--- src/rtl/sprite_pkg.sv ---
// Shared types and constants for the sprite ROM arbiter.
// Holds the drain FSM state encoding and the palette index width.
package sprite_pkg;

  localparam int PAL_W = 4;

  typedef enum logic [1:0] {
    RUN   = 2'd0,
    DRAIN = 2'd1,
    HALT  = 2'd2
  } arb_state_t;

endpackage

--- src/rtl/rr_pick.sv ---
// Combinational round-robin picker for the sprite ROM arbiter.
// Search starts at ptr+1 and wraps; returns one-hot and index.
module rr_pick #(
  parameter int N_REQ = 4,
  parameter int IW    = $clog2(N_REQ)
) (
  input  logic [N_REQ-1:0] req,
  input  logic [IW-1:0]    ptr,
  output logic [N_REQ-1:0] pick,
  output logic [IW-1:0]    pick_idx,
  output logic             pick_any
);

  logic [IW-1:0] cand;

  // first requester found walking forward from the slot after ptr
  always_comb begin
    pick     = '0;
    pick_idx = '0;
    pick_any = 1'b0;
    cand     = '0;
    for (int k = 1; k <= N_REQ; k++) begin
      cand = IW'((int'(ptr) + k) % N_REQ);
      if (!pick_any && req[cand]) begin
        pick_any   = 1'b1;
        pick[cand] = 1'b1;
        pick_idx   = cand;
      end
    end
  end

endmodule

--- src/rtl/sprite_rom_arbiter.sv ---
// Round-robin arbiter sharing one sprite ROM between N_REQ requesters.
// rom_q is captured RD_LAT edges after the rom_addr register loads.
// Define SPRITE_ARB_STATS_EN to add per-requester grant counters.
module sprite_rom_arbiter
  import sprite_pkg::*;
#(
  parameter int N_REQ  = 4,
  parameter int AW     = 8,
  parameter int RD_LAT = 2
) (
  input  logic                vga_clk,
  input  logic                reset_n,
  input  logic [N_REQ-1:0]    req,
  input  logic [N_REQ*AW-1:0] req_addr,
  output logic [N_REQ-1:0]    gnt,
  output logic [AW-1:0]       rom_addr,
  input  logic [PAL_W-1:0]    rom_q,
  output logic [N_REQ-1:0]    rd_valid,
  output logic [PAL_W-1:0]    rd_data,
  input  logic                freeze,
  output logic                halted
`ifdef SPRITE_ARB_STATS_EN
  ,
  output logic [N_REQ*16-1:0] grant_cnt
`endif
);

  localparam int IW = $clog2(N_REQ);

  typedef struct packed {
    logic          vld;
    logic [IW-1:0] idx;
  } tag_t;

  tag_t             tag_q [RD_LAT];
  arb_state_t       state;
  logic [IW-1:0]    ptr;
  logic [N_REQ-1:0] pick;
  logic [IW-1:0]    pick_idx;
  logic             pick_any;
  logic             grant_now;
  logic             in_flight;

  rr_pick #(
    .N_REQ (N_REQ),
    .IW    (IW)
  ) u_pick (
    .req      (req),
    .ptr      (ptr),
    .pick     (pick),
    .pick_idx (pick_idx),
    .pick_any (pick_any)
  );

  // freeze always wins; dropping it lets a grant go out on the same edge
  assign grant_now = pick_any & ~freeze;

  // any read still travelling through the tag pipeline
  always_comb begin
    in_flight = 1'b0;
    for (int k = 0; k < RD_LAT; k++) begin
      in_flight = in_flight | tag_q[k].vld;
    end
  end

  // grant, ROM address and round-robin pointer
  always_ff @(posedge vga_clk) begin
    if (!reset_n) begin
      gnt      <= '0;
      rom_addr <= '0;
      ptr      <= IW'(N_REQ - 1);
    end else begin
      gnt <= grant_now ? pick : '0;
      if (grant_now) begin
        rom_addr <= req_addr[int'(pick_idx)*AW +: AW];
        ptr      <= pick_idx;
      end
    end
  end

  // requester tags riding alongside the ROM latency
  always_ff @(posedge vga_clk) begin
    if (!reset_n) begin
      for (int k = 0; k < RD_LAT; k++) begin
        tag_q[k] <= '0;
      end
    end else begin
      tag_q[0] <= '{vld: grant_now, idx: pick_idx};
      for (int k = 1; k < RD_LAT; k++) begin
        tag_q[k] <= tag_q[k-1];
      end
    end
  end

  // return strobe and data; data holds when nothing returns
  always_ff @(posedge vga_clk) begin
    if (!reset_n) begin
      rd_valid <= '0;
      rd_data  <= '0;
    end else begin
      rd_valid <= '0;
      if (tag_q[RD_LAT-1].vld) begin
        rd_valid <= N_REQ'(1) << tag_q[RD_LAT-1].idx;
        rd_data  <= rom_q;
      end
    end
  end

  // freeze FSM: drain in-flight reads, then report halted
  always_ff @(posedge vga_clk) begin
    if (!reset_n) begin
      state  <= RUN;
      halted <= 1'b0;
    end else begin
      unique case (state)
        RUN: begin
          if (freeze) begin
            state  <= in_flight ? DRAIN : HALT;
            halted <= ~in_flight;
          end
        end
        DRAIN: begin
          if (!freeze) begin
            state  <= RUN;
            halted <= 1'b0;
          end else if (!in_flight) begin
            state  <= HALT;
            halted <= 1'b1;
          end
        end
        HALT: begin
          if (!freeze) begin
            state  <= RUN;
            halted <= 1'b0;
          end
        end
        default: begin
          state  <= RUN;
          halted <= 1'b0;
        end
      endcase
    end
  end

`ifdef SPRITE_ARB_STATS_EN
  logic        freeze_d;
  logic [15:0] cnt [N_REQ];

  // saturating grant counters, cleared on freeze rising edge
  always_ff @(posedge vga_clk) begin
    if (!reset_n) begin
      freeze_d <= 1'b0;
      for (int i = 0; i < N_REQ; i++) begin
        cnt[i] <= '0;
      end
    end else begin
      freeze_d <= freeze;
      for (int i = 0; i < N_REQ; i++) begin
        if (freeze && !freeze_d) begin
          cnt[i] <= '0;
        end else if (grant_now && pick_idx == IW'(i)
                     && cnt[i] != 16'hFFFF) begin
          cnt[i] <= cnt[i] + 16'd1;
        end
      end
    end
  end

  for (genvar g = 0; g < N_REQ; g++) begin : g_cnt
    assign grant_cnt[g*16 +: 16] = cnt[g];
  end
`endif

endmodule

--- config.mk ---
export PLATFORM = sky130hd
export DESIGN_NAME = sprite_rom_arbiter
export DESIGN_NICKNAME = d
export VERILOG_FILES = /design/src/rtl/sprite_pkg.sv /design/src/rtl/rr_pick.sv /design/src/rtl/sprite_rom_arbiter.sv
export SDC_FILE = /design/constraint.sdc
export NUM_CORES = 1
export LEC_CHECK = 0
export ABC_AREA = 1
export CORE_UTILIZATION = 46
export DETAILED_ROUTE_END_ITERATION = 8
export PLACE_DENSITY = 0.87
export SYNTH_ARGS = -nofsm -noshare
export SYNTH_HDL_FRONTEND = slang
export SYNTH_SLANG_ARGS = --single-unit
--- constraint.sdc ---
create_clock -name vga_clk -period 2.9 [get_ports vga_clk]
set_input_delay 0.29 -clock vga_clk [delete_from_list [all_inputs] [get_ports vga_clk]]
set_output_delay 0.29 -clock vga_clk [all_outputs]
set_load 0.005 [all_outputs]
# Yosys cells after proc, flatten, opt, wreduce, memory -nomap -nowiden
# Memory sizes are Yosys's and may differ from the RTL's.
# Index checks and enable logic that the tools add are counted.
# Widths: inputs -> output; s select.
[totals]
memories = 1
regBits = 25
mem_bits_rw = 6
out_inout_bits = 21
elab_cells = 93
[op_classes]
n_addsub = 4
eq_ne = 5
n_bitwise = 9
reduce_logical = 14
n_mux = 43
shifts = 2
n_lt_le_gt_ge = 8
[mem_list]
columns = ["memory", "depth", "word_bits", "read_ports", "rd_ports_with_merged_regs", "wr", "line_no", "rtl"]
rows = [
  ["tag_q", 2, 3, 2, 0, 2, "sprite_rom_arbiter.sv:35", "tag_t tag_q [RD_LAT];"],
]
[op_table]
columns = ["operator", "count"]
rows = [
  ["$shiftx 32x6->8", 1],
  ["$mux 1", 18],
  ["$mux 2", 9],
  ["$mux 4", 4],
  ["$lt 2x3->1 const B", 4],
  ["$or 4x4->4", 3],
  ["$bmux 1 s2", 4],
  ["$demux 1 s2", 4],
  ["$ge 2x1->1 const B", 4],
  ["$logic_and 1x1->1", 7],
  ["$mux 3", 2],
  ["$pmux 2 s3", 1],
  ["$add 2x1->2 const B", 2],
  ["$add 2x2->2 const B", 2],
  ["$ne 2x2->1 const B", 2],
  ["$reduce_and 2->1", 2],
  ["$shl 1x2->4 const A", 1],
  ["$logic_not 1->1", 3],
  ["$ne 3x3->1 const B", 1],
  ["$or 1x1->1", 3],
  ["$pmux 1 s3", 1],
  ["$reduce_and 3->1", 1],
  ["$eq 2x1->1 const B", 1],
  ["$eq 2x2->1 const B", 1],
  ["other kinds (3)", 4],
]

# Logic depth before layout (Yosys ltp)
[logic_depth]
ltp_word = 15
depth_mapped = 16
depth_no_buf = 15

# Hierarchy
# Synthesis repeated with hierarchy kept, for this count alone.
[unflattened]
hier_cells = 244
hier_area_um2 = 1775.5
[modules_own_cells]
columns = ["module", "cells_per_inst", "area_per_inst_um2", "seq_area_each_um2", "instances"]
rows = [
  ["sprite_rom_arbiter", 170, 1317.5, 600.6, 1],
  ["rr_pick", 74, 457.9, 0.0, 1],
]

# Worst setup path after synthesis
# No wires, ideal clock.
[synth_timing]
kind = "reg-to-reg"
from = "reg ptr[1]"
to = "reg rom_addr[3]"
arrival_time_ns = 2.064
required_time_ns = 2.791
setup_slack_ns = 0.727
period_less_slack_ns = 2.173
stages_incl_launch_ff = 15
cell_sequence = "dfxtp_1 > inv_1 > ha_1 > inv_2 > nand2_1 > nand2_4 > inv_4 > nand4_4 > nand3_4 > buf_8 > nand2_2 > nand3_1 > nand3_1 > nand2_1 > inv_1"
[synth_between]
elab_chain_cells = 14
elab_cells_between_ends = 28
cone_classes = "4 x add/sub; 1 x shift; 16 x mux; 1 x bitwise; 6 x reduce/logical"
[synth_lines]
columns = ["item", "line_no", "rtl"]
rows = [
  ["from (decl)", "sprite_rom_arbiter.sv:37", "logic [IW-1:0] ptr;"],
  ["from (signal assigned)", "sprite_rom_arbiter.sv:71", "ptr <= IW'(N_REQ - 1);"],
  ["from (signal assigned)", "sprite_rom_arbiter.sv:76", "ptr <= pick_idx;"],
  ["$add 2x1->2", "rr_pick.sv:23", "cand = IW'((int'(ptr) + k) % N_REQ);"],
  ["$bmux 1 s2", "rr_pick.sv:24", "if (!pick_any && req[cand]) begin"],
  ["$mux 1 (not written as such)", "rr_pick.sv:24", ""],
  ["$mux 1", "rr_pick.sv:24", ""],
  ["$logic_not 1->1", "rr_pick.sv:24", ""],
  ["$logic_and 1x1->1", "rr_pick.sv:24", ""],
  ["$mux 1", "rr_pick.sv:24", ""],
  ["$logic_not 1->1", "rr_pick.sv:24", ""],
  ["$logic_and 1x1->1", "rr_pick.sv:24", ""],
  ["$mux 1", "rr_pick.sv:24", ""],
  ["$logic_not 1->1", "rr_pick.sv:24", ""],
  ["$logic_and 1x1->1", "rr_pick.sv:24", ""],
  ["$mux 2 or $mux 1 (tied branches)", "rr_pick.sv:24", ""],
  ["$shiftx 32x6->8 or $and 1x1->1 (tied branches)", "sprite_rom_arbiter.sv:75, sprite_rom_arbiter.sv:56", ""],
  ["to (signal assigned)", "sprite_rom_arbiter.sv:75", "rom_addr <= req_addr[int'(pick_idx)*AW +: AW];"],
  ["to (decl)", "sprite_rom_arbiter.sv:16", "output logic [AW-1:0] rom_addr,"],
]
# Parallel ways exist; a longest one is shown, timed or not. The select of a mux whose other input is x is not followed.
# A chain may end at the register's enable or synchronous reset.

# Final worst setup path
[layout_timing]
from = "reg ptr[1]"
to = "reg rom_addr[4]"
# Same word-level chain as after synthesis.

==> impl_metrics.yaml <==
cells_and_area:
  final_util_pct: 66.7
  fin_nets: 409
  final_common_cell: "clkdlybuf4s50_1"
  area_growth_pct: 37.4
  layout-drive-gt1-share_pct: 11.7
  final_cell_mix: "clkdlybuf4s50_1 (63), inv_1 (60), nand3_1 (49), nand2_1 (47), nor2_1 (35)"
  insertedDiodeCount: 0
  instances_no_fill: 409
timing:
  drv_slew: 0
  post-route-period-util_pct: 90.5
  fmax_mhz: 381
  whs_ps: 419
  max_slew.worst_pin.slew_ps: 486
  clock_skew_ps: 7.32
  maxSlewHeadroom_pct: 67.4
  period_needed_ps: 2620
  rsz0062_at_grt: "false"
  final-hold-violation-count: 0
  setup_viol: 0
  finalSetupTns_ps: 0
place:
  dpl.hpwl_mm: 3.36
  gp_congestion: 0.869
  dp_cells: 401
  io_buffers: 63
critical_path:
  critPathLaunchType: "flip-flop"
  ff2ff_path_depth: 13
  cp_max_fo: 18
  critical_path_class: "reg -> reg"
  crit_arrival_ps: 2800
  cp-end-kind: "flip-flop"
  worstPathRequired_ps: 3080
power_and_ir_drop:
  switching_power_mw: 1.02
  power.leakage_nw: 1.39
  power.total_mw: 2.23
  ir_drop_uv: 317
  power_frac_clock_pct: 15.3
  powerDensity_nw_per_um2: 825
  power.internal_mw: 1.21
  swShare_pct: 45.8
  combPwrFrac_pct: 58.7
  power_frac_seq_pct: 26.0
grt:
  grt_pass1_vias: 1896
  antenna_found_initial: 0
  grt_overflow: 0
  track_usage_pct: 22.2
  grt_pass1_wl_mm: 7.66
  grt_max_degree: 19
yosys:
  syn-instance-count: 294
  seq_area_frac_synth_pct: 30.5
  synth_cell_type_count: 29
  ys_seq_elements: 30
  ys_warn_count: 0
  synth.net_count: 345
  synth_area_sq_um: 1970
  syn_avg_cell_area_sq_um: 6.70
clock_tree:
  cts_buffers: 5
  cts-root-buf: "clkbuf_8"
  htree_levels: 2
  cts_buffer_depth: 2
  clock_latency_ps: 280
  clk_pin_slew_ps: 70
  cts_tree: "built"
  hold_buffers: 0
  clkSinkCount: 30
hold_path:
  hold_depth: 2
  min_path_type: "reg -> reg"
routing:
  ant_nets: 0
  wl_met1_mm: 2.07
  routed.top_layer: "met4"
  drc_errors: 0
  dr_wl_met3_microns: 282
  routed_wl_mm: 4.51
  viasPerCell: 4.89
  drt_iter0_drc: 143
  dr_wl_met2_mm: 2.12
  dr.pass1.iters: 5
  vias: 2001
  wl_per_cell_microns: 11.0
die:
  rows: 23
  die_h_microns: 67.4
  core_sq_um: 4060
  die_area_sq_um: 4550
  dieWidth_microns: 67.4
  initial_core_util_pct: 48.5
  io_pins: 64
run_status:
  outcome: "finished clean"
job:
  cap_violations: 0
## logic make-up (layout without fill, tap and decap cells)
| logic type | count (synthesis) | after routing | share of synthesized area [%] |
|---|---|---|---|
| adder cells (fa/ha/maj) | 8 | 8 | 5.08 |
| flip-flops | 30 | 30 | 30.5 |
| AO/OA/AOI/OAI | 22 | 22 | 6.99 |
| AND/OR/NAND/NOR | 160 | 160 | 41.2 |
| buffers and inverters | 74 | 139 | 16.2 |
## worst max-delay path: stages (launching register included)
cell and delay [ps]:
dfxtp_1 530, inv_1 150, ha_1 430, inv_2 70, nand2_1 120, nand2_4 110
inv_4 90, nand4_4 260, nand3_4 350, nand2_1 100, nand3_1 100, nand3_1 90
nand2_1 80, inv_1 50
## timing repair
item | CTS | global route
endpoints found under the setup margin | 0 | 8
resized for setup | 0 | 1
setup buffers | 0 | 0
## cell type report
type / count / area [sq um]
Fill cell: 351 / 1350
Multi-Input combinational cell: 190 / 1050
Clock buffer: 6 / 82.6
Clock inverter: 2 / 12.5
Tap cell: 50 / 62.6
Timing Repair Buffer: 65 / 646
Sequential cell: 30 / 602
Inverter: 66 / 250
## power groups by stage
stage	Sequential, mW	Combinational [mW]	Clock, mW
6_report	0.580	1.31	0.342
5_1_grt	0.594	1.47	0.375
4_1_cts	0.579	1.30	0.351
3_5_place_dp	0.587	1.28	0
3_3_place_gp	0.583	1.24	0
2_1_floorplan	0.569	1.01	0
## synthesized netlist by cell type
cell type | number | area [sq um]
buf_6 | 3 | 33.8
o21ai_2 | 1 | 8.76
nand3_2 | 3 | 30.0
nand4_4 | 1 | 21.3
ha_1 | 8 | 100
inv_4 | 1 | 6.26
nand3_4 | 2 | 35.0
buf_4 | 1 | 7.51
inv_1 | 60 | 225
dfxtp_1 | 30 | 601
nor3_2 | 1 | 10.0
buf_8 | 1 | 15.0
buf_2 | 1 | 5.00
nand3_1 | 49 | 245
a22oi_1 | 4 | 30.0
a21boi_0 | 1 | 7.51
nand2_4 | 5 | 56.3
o221ai_1 | 2 | 17.5
o21ai_0 | 10 | 50.1
inv_2 | 4 | 15.0
a21oi_1 | 3 | 15.0
clkbuf_1 | 2 | 7.51
nand2_1 | 47 | 176
a2111oi_0 | 1 | 8.76
clkinv_1 | 1 | 3.75
nand4_1 | 1 | 6.26
nor2_1 | 35 | 131
nor4_1 | 3 | 18.8
nand2_2 | 13 | 81.3
## state kept, by name, summed over array words and instances, names as in the netlist
register / flops
rd_valid: 4
gnt: 4
rom_addr: 8
ptr: 2
tag_q: 6
rd_data: 4
state: 2
## metrics by stage
stage | instance area (sq um) | setup slack [ps]
2_1_floorplan | 1970 | 727
6_report | 2710 | 276
5_1_grt | 2710 | 96.4
3_3_place_gp | 2610 | 357
3_5_place_dp | 2610 | 240
4_1_cts | 2700 | 180
## metal layers
layer | vias to the layer above | track usage (%)
li1 | 1040 | -
met1 | 875 | 25.5
met2 | 80 | 37.4
met3 | 6 | 7.60
met4 | 0 | 9.31
met5 | - | 0
## worst paths after layout
| check | from | end | slack, ps |
|---|---|---|---|
| max | ptr[1] | rom_addr[4] | 280 |
| min | tag_q[0][0] | tag_q[0][3] | 420 |
| max reg2reg | ptr[1] | rom_addr[4] | 280 |
| min reg2reg | tag_q[0][0] | tag_q[0][3] | 420 |
Note: power is estimated with default switching activity, not from simulation.
